[src/rtl/seg_display_scan.sv]
// seg_display_scan
//   Time-multiplexes four BCD digits onto a 4-digit common-anode 7-segment
//   display. Each digit slot begins with a short dead time in which all
//   anodes are off. The digit being adjusted blinks, and dp is lit as the
//   min/sec separator. The four inputs are captured once per frame, so a
//   counter update in the middle of a scan cannot mix old and new digits.
//
// Ports
//   clk      in   1  system clock
//   rst_n    in   1  asynchronous active-low reset
//   min_l    in   5  minutes tens   (0-9 shown, >9 blank)
//   min_r    in   5  minutes ones
//   sec_l    in   5  seconds tens
//   sec_r    in   5  seconds ones
//   adj_en   in   1  adjust mode
//   adj_sel  in   3  adjusted digit: 0=min_l 1=min_r 2=sec_l 3=sec_r, 4-7 none
//   an       out  4  anodes, active-low (an[3]=min_l .. an[0]=sec_r)
//   seg      out  7  cathodes, active-low {g,f,e,d,c,b,a}
//   dp       out  1  decimal point, active-low
module seg_display_scan #(
  parameter int SCAN_DIV    = 100000,
  parameter int DEAD        = 2,
  parameter int BLINK_DIV   = 25000000,
  parameter bit LZ_SUPPRESS = 1'b0
) (
  input  logic       clk,
  input  logic       rst_n,
  input  logic [4:0] min_l,
  input  logic [4:0] min_r,
  input  logic [4:0] sec_l,
  input  logic [4:0] sec_r,
  input  logic       adj_en,
  input  logic [2:0] adj_sel,
  output logic [3:0] an,
  output logic [6:0] seg,
  output logic       dp
);

  localparam int CW = (SCAN_DIV  > 1) ? $clog2(SCAN_DIV)  : 1;
  localparam int BW = (BLINK_DIV > 1) ? $clog2(BLINK_DIV) : 1;

  function automatic logic [6:0] decode(input logic [4:0] v);
    case (v)
      5'd0:    decode = 7'h40;
      5'd1:    decode = 7'h79;
      5'd2:    decode = 7'h24;
      5'd3:    decode = 7'h30;
      5'd4:    decode = 7'h19;
      5'd5:    decode = 7'h12;
      5'd6:    decode = 7'h02;
      5'd7:    decode = 7'h78;
      5'd8:    decode = 7'h00;
      5'd9:    decode = 7'h10;
      default: decode = 7'h7F;
    endcase
  endfunction

  logic [CW-1:0]     cnt_q, cnt_d;
  logic [1:0]        idx_q, idx_d;
  logic [BW-1:0]     blink_cnt_q, blink_cnt_d;
  logic              blink_ph_q, blink_ph_d;
  // shd[0]=sec_r, shd[1]=sec_l, shd[2]=min_r, shd[3]=min_l (indexed by idx)
  logic [3:0][4:0]   shd_q, shd_d;
  logic [3:0]        an_q, an_d;
  logic [6:0]        seg_q, seg_d;
  logic              dp_q, dp_d;

  logic              slot_end, in_dead, blank;
  logic [4:0]        cur;

  generate
    if (DEAD == 0) begin : g_no_dead
      assign in_dead = 1'b0;
    end else begin : g_dead
      assign in_dead = (cnt_q < CW'(DEAD));
    end
  endgenerate

  assign slot_end = (cnt_q == CW'(SCAN_DIV - 1));
  assign cur      = shd_q[idx_q];

  always_comb begin
    cnt_d       = slot_end ? '0 : cnt_q + CW'(1);
    idx_d       = slot_end ? idx_q + 2'd1 : idx_q;
    // Capture only on the 3->0 wrap so a whole frame shows one coherent time.
    shd_d       = (slot_end && idx_q == 2'd3) ? {min_l, min_r, sec_l, sec_r} : shd_q;
    blink_cnt_d = (blink_cnt_q == BW'(BLINK_DIV - 1)) ? '0 : blink_cnt_q + BW'(1);
    blink_ph_d  = (blink_cnt_q == BW'(BLINK_DIV - 1)) ? ~blink_ph_q : blink_ph_q;

    // adj_sel numbers digits from min_l, idx from sec_r: 3-idx == ~idx.
    // adj_sel 4-7 has bit 2 set and so never matches.
    blank = in_dead
         || (cur > 5'd9)
         || (LZ_SUPPRESS && idx_q == 2'd3 && cur == 5'd0)
         || (adj_en && blink_ph_q && adj_sel == {1'b0, ~idx_q});

    an_d  = 4'hF;
    seg_d = 7'h7F;
    dp_d  = 1'b1;
    if (!blank) begin
      an_d  = ~(4'b0001 << idx_q);
      seg_d = decode(cur);
      dp_d  = (idx_q != 2'd2);
    end
  end

  always_ff @(posedge clk or negedge rst_n) begin
    if (!rst_n) begin
      cnt_q       <= '0;
      idx_q       <= '0;
      blink_cnt_q <= '0;
      blink_ph_q  <= 1'b0;
      shd_q       <= '0;
      an_q        <= 4'hF;
      seg_q       <= 7'h7F;
      dp_q        <= 1'b1;
    end else begin
      cnt_q       <= cnt_d;
      idx_q       <= idx_d;
      blink_cnt_q <= blink_cnt_d;
      blink_ph_q  <= blink_ph_d;
      shd_q       <= shd_d;
      an_q        <= an_d;
      seg_q       <= seg_d;
      dp_q        <= dp_d;
    end
  end

  assign an  = an_q;
  assign seg = seg_q;
  assign dp  = dp_q;

endmodule

[config.mk]
export PLATFORM = sky130hd
export DESIGN_NAME = seg_display_scan
export DESIGN_NICKNAME = d
export VERILOG_FILES = /design/src/rtl/seg_display_scan.sv
export SDC_FILE = /design/constraint.sdc
export NUM_CORES = 1
export LEC_CHECK = 0
export CORE_UTILIZATION = 41
export CTS_BUF_LIST = sky130_fd_sc_hd__clkbuf_4
export DETAILED_ROUTE_END_ITERATION = 8
export GPL_TIMING_DRIVEN = 0
export PLACE_DENSITY_LB_ADDON = 0.12
export REMOVE_ABC_BUFFERS = 1
export SYNTH_ARGS = -nofsm -noshare
export SYNTH_HDL_FRONTEND = slang
export SYNTH_SLANG_ARGS = --single-unit
[constraint.sdc]
create_clock -name clk -period 2.8 [get_ports clk]
set_clock_uncertainty 0.2 [all_clocks]
set_input_delay 0.56 -clock clk [delete_from_list [all_inputs] [get_ports clk]]
set_output_delay 0.56 -clock clk [all_outputs]
set_load 0.03 [all_outputs]
==> impl_metrics.env <==
export IMPL_ys_flop_type="dfrtp_1"
export IMPL_power_frac_clock=0.345
export IMPL_drt_initial_drc_count=62
export IMPL_leakagePower_nw=1.91
export IMPL_clock_latency_ps=420
export IMPL_place_area_um2=4160
export IMPL_synth_top_area_frac=0.442
export IMPL_critPathLaunchType="register"
export IMPL_pwr_share_comb=0.073
export IMPL_grt_max_degree=45
export IMPL_final_hold_viol_count=0
export IMPL_period_share=0.887
export IMPL_min_path_cells=1
export IMPL_first_pass_iters=4
export IMPL_endpoint_kind="register"
export IMPL_initial_core_util=0.422
export IMPL_core_um2=8720
export IMPL_yosys_warnings=0
export IMPL_cp_max_fo=17
export IMPL_drive_gt1_frac=0.178
export IMPL_seq_area_frac_synth=0.520
export IMPL_run_status="finished, final reports clean"
export IMPL_setup_violations=0
export IMPL_vdd_drop_max_uv=226
export IMPL_cts_tree="yes"
export IMPL_grt_first_pass_wirelength_um=11700
export IMPL_syn_inst=312
export IMPL_seqPwrFrac=0.583
export IMPL_cts_max_level=3
export IMPL_synth_area_leaders="dfrtp_1 44%, mux2_4 8.2%, dfstp_2 7.8%, xor2_1 5.0%, xnor2_1 4.5%"
export IMPL_hp_start="blink_ph_q"
export IMPL_hpwl_um=4540
export IMPL_slew_viol_final=0
export IMPL_drt_wl_total_um=6480
export IMPL_placed_cells=448
export IMPL_internal_power_mw=1.49
export IMPL_dr_total_vias=2358
export IMPL_reg2reg_from="blink_cnt_q[0]"
export IMPL_antenna_found_initial=0
export IMPL_io_buffers=37
export IMPL_synth_cell_types=39
export IMPL_clockBufferDepth=2
export IMPL_clkSlewWorstSetupHoldPaths_ps=120
export IMPL_synth_avg_cell_area_um2=11.8
export IMPL_crit_required_ps=2900
export IMPL_min_period_ps=2480
export IMPL_core_rowCount=34
export IMPL_die_x_um=96.8
export IMPL_worst_pin_slew_ps=685
export IMPL_stdcell_count=467
export IMPL_switching_share=0.233
export IMPL_grt_ovfl_total=0
export IMPL_pin_count=38
export IMPL_synth_async_reset_ratio=1.00
export IMPL_r2r_end="blink_cnt_q[22]"
export IMPL_syn2layout_area_growth_pct=17.8
export IMPL_cts_sinks=76
export IMPL_power_switching_mw=0.452
export IMPL_power_density_nw_per_um2=447
export IMPL_holdPathEnd="blink_ph_q"
export IMPL_root_buffer="clkbuf_4"
export IMPL_grt_pass1_vias=2430
export IMPL_routedWlPerCell_um=13.9
export IMPL_holdCritPathClass="reg -> reg"
export IMPL_die_h_um=96.8
export IMPL_max_freq_ghz=0.403
export IMPL_final_area_um2=4340
export IMPL_insertedDiodeCount=0
export IMPL_cp_arrival_ps=2590
export IMPL_max_cap_violations=0
export IMPL_yosysTopAreaCell="dfrtp_1"
export IMPL_track_usage=0.156
export IMPL_syn_area_um2=3680
export IMPL_reg2reg_depth=6
export IMPL_drc=0
export IMPL_fin_util=0.497
export IMPL_critPathLaunch="blink_cnt_q[0]"
export IMPL_viasPerCell=5.05
export IMPL_maxSlewHeadroom=0.539
export IMPL_rsz0062_at_grt="false"
export IMPL_cts_buffers=9
export IMPL_drtAntennaViolNets=0
export IMPL_fin_nets=391
export IMPL_dieArea_um2=9360
export IMPL_gp_congestion=0.808
export IMPL_ys_ff_latch=76
export IMPL_crit_type="reg -> reg"
export IMPL_synth_edf_count=0
export IMPL_reg2reg_slack_ps=320
==> critical path: stages, from the launching register on <==
cell and delay, ps:
dfrtp_1 450, ha_1 230, nand2_1 90, nor2_1 410, and4_1 730, nand3b_1 190, o21ai_1 70
==> layout by cell type, fill, tap and decap left out, types with 10 or more instances in the layout <==
cell,n
clkbuf_4,11
clkdlybuf4s50_1,36
dfrtp_1,64
dfstp_2,11
ha_1,11
mux2_4,20
nand2_1,20
nand3_1,27
nand4_1,10
nor2_1,33
xnor2_1,19
xor2_1,21
==> metal layers <==
layer	vias up	part of all wire	track usage
met5	-	0	0
met4	0	0.016	0.0689
met3	8	0.029	0.0296
met1	1151	0.53	0.224
met2	35	0.43	0.230
li1	1164	-	-
==> power groups by stage <==
stage	clock network, mW	logic [mW]	registers (mW)
after CTS	0.695	0.144	1.13
final	0.668	0.141	1.13
after floorplan	0	0.0512	1.16
after global routing	0.746	0.156	1.13
after detailed placement	0	0.142	1.15
after global placement	0	0.136	1.15
==> how the worst max path moves through the flow <==
stage,to,slack (ps),cells past startpoint
2_1_floorplan,shd_q[0],-270,4
3_3_place_gp,blink_cnt_q[19],-1760,1
3_5_place_dp,shd_q[6],-260,5
4_1_cts,seg[0],110,6
5_1_grt,seg[0],90,6
6_report,blink_cnt_q[22],320,6
==> flip-flops by register name (all words and copies together), names as in the netlist <==
name / count
blink_cnt_q: 25
shd_q: 20
cnt_q: 17
seg: 7
an: 4
idx_q: 2
blink_ph_q: 1
==> final cells by class <==
| cell class | count | area [µm²] |
|---|---|---|
| clock buffer | 11 | 82.6 |
| multi-input combinational | 220 | 1680 |
| fill | 788 | 4380 |
| inverter | 5 | 18.8 |
| tap | 108 | 135 |
| timing repair buffer | 42 | 448 |
| sequential | 76 | 1920 |
| clock inverter | 5 | 53.8 |
==> cells by family (layout without fill, tap and decap cells) <==
| family | Yosys count | after routing | synth area share |
|---|---|---|---|
| AND/OR/NAND/NOR | 126 | 126 | 0.180 |
| flip-flops | 76 | 76 | 0.520 |
| XOR/XNOR | 40 | 40 | 0.0951 |
| multiplexers | 27 | 27 | 0.118 |
| AO/OA/AOI/OAI | 16 | 16 | 0.0248 |
| buffers and inverters | 16 | 63 | 0.0241 |
| adder cells (fa/ha/maj) | 11 | 11 | 0.0374 |
==> what timing repair did <==
action	in CTS	in global routing
resized for setup	1	1
pin swaps	1	0
hold endpoints to repair	22	0
setup endpoints to repair	31	11
hold buffers	1	0
buffers inserted	2	0
==> synthesized netlist by cell type, drive strengths merged (6+ instances only) <==
cell / n
o21ai: 6
xnor2: 19
nand4: 10
nor4: 7
dfstp: 11
ha: 11
nand2: 20
nand3: 27
buf: 9
xor2: 21
nor2: 33
mux2: 21
dfrtp: 65
==> stage by stage <==
step	setup WS, ps	hold slack, ps	power (mW)	setup TNS, ps
finish	317	281	1.94	0
global route	88.2	301	2.03	0
CTS	110	288	1.97	0
detailed placement	-259	267	1.29	-4260
global placement	-1760	254	1.29	-138140
floorplan	-269	64.4	1.21	-5380
No activity file was read; power rests on OpenSTA's default activity.
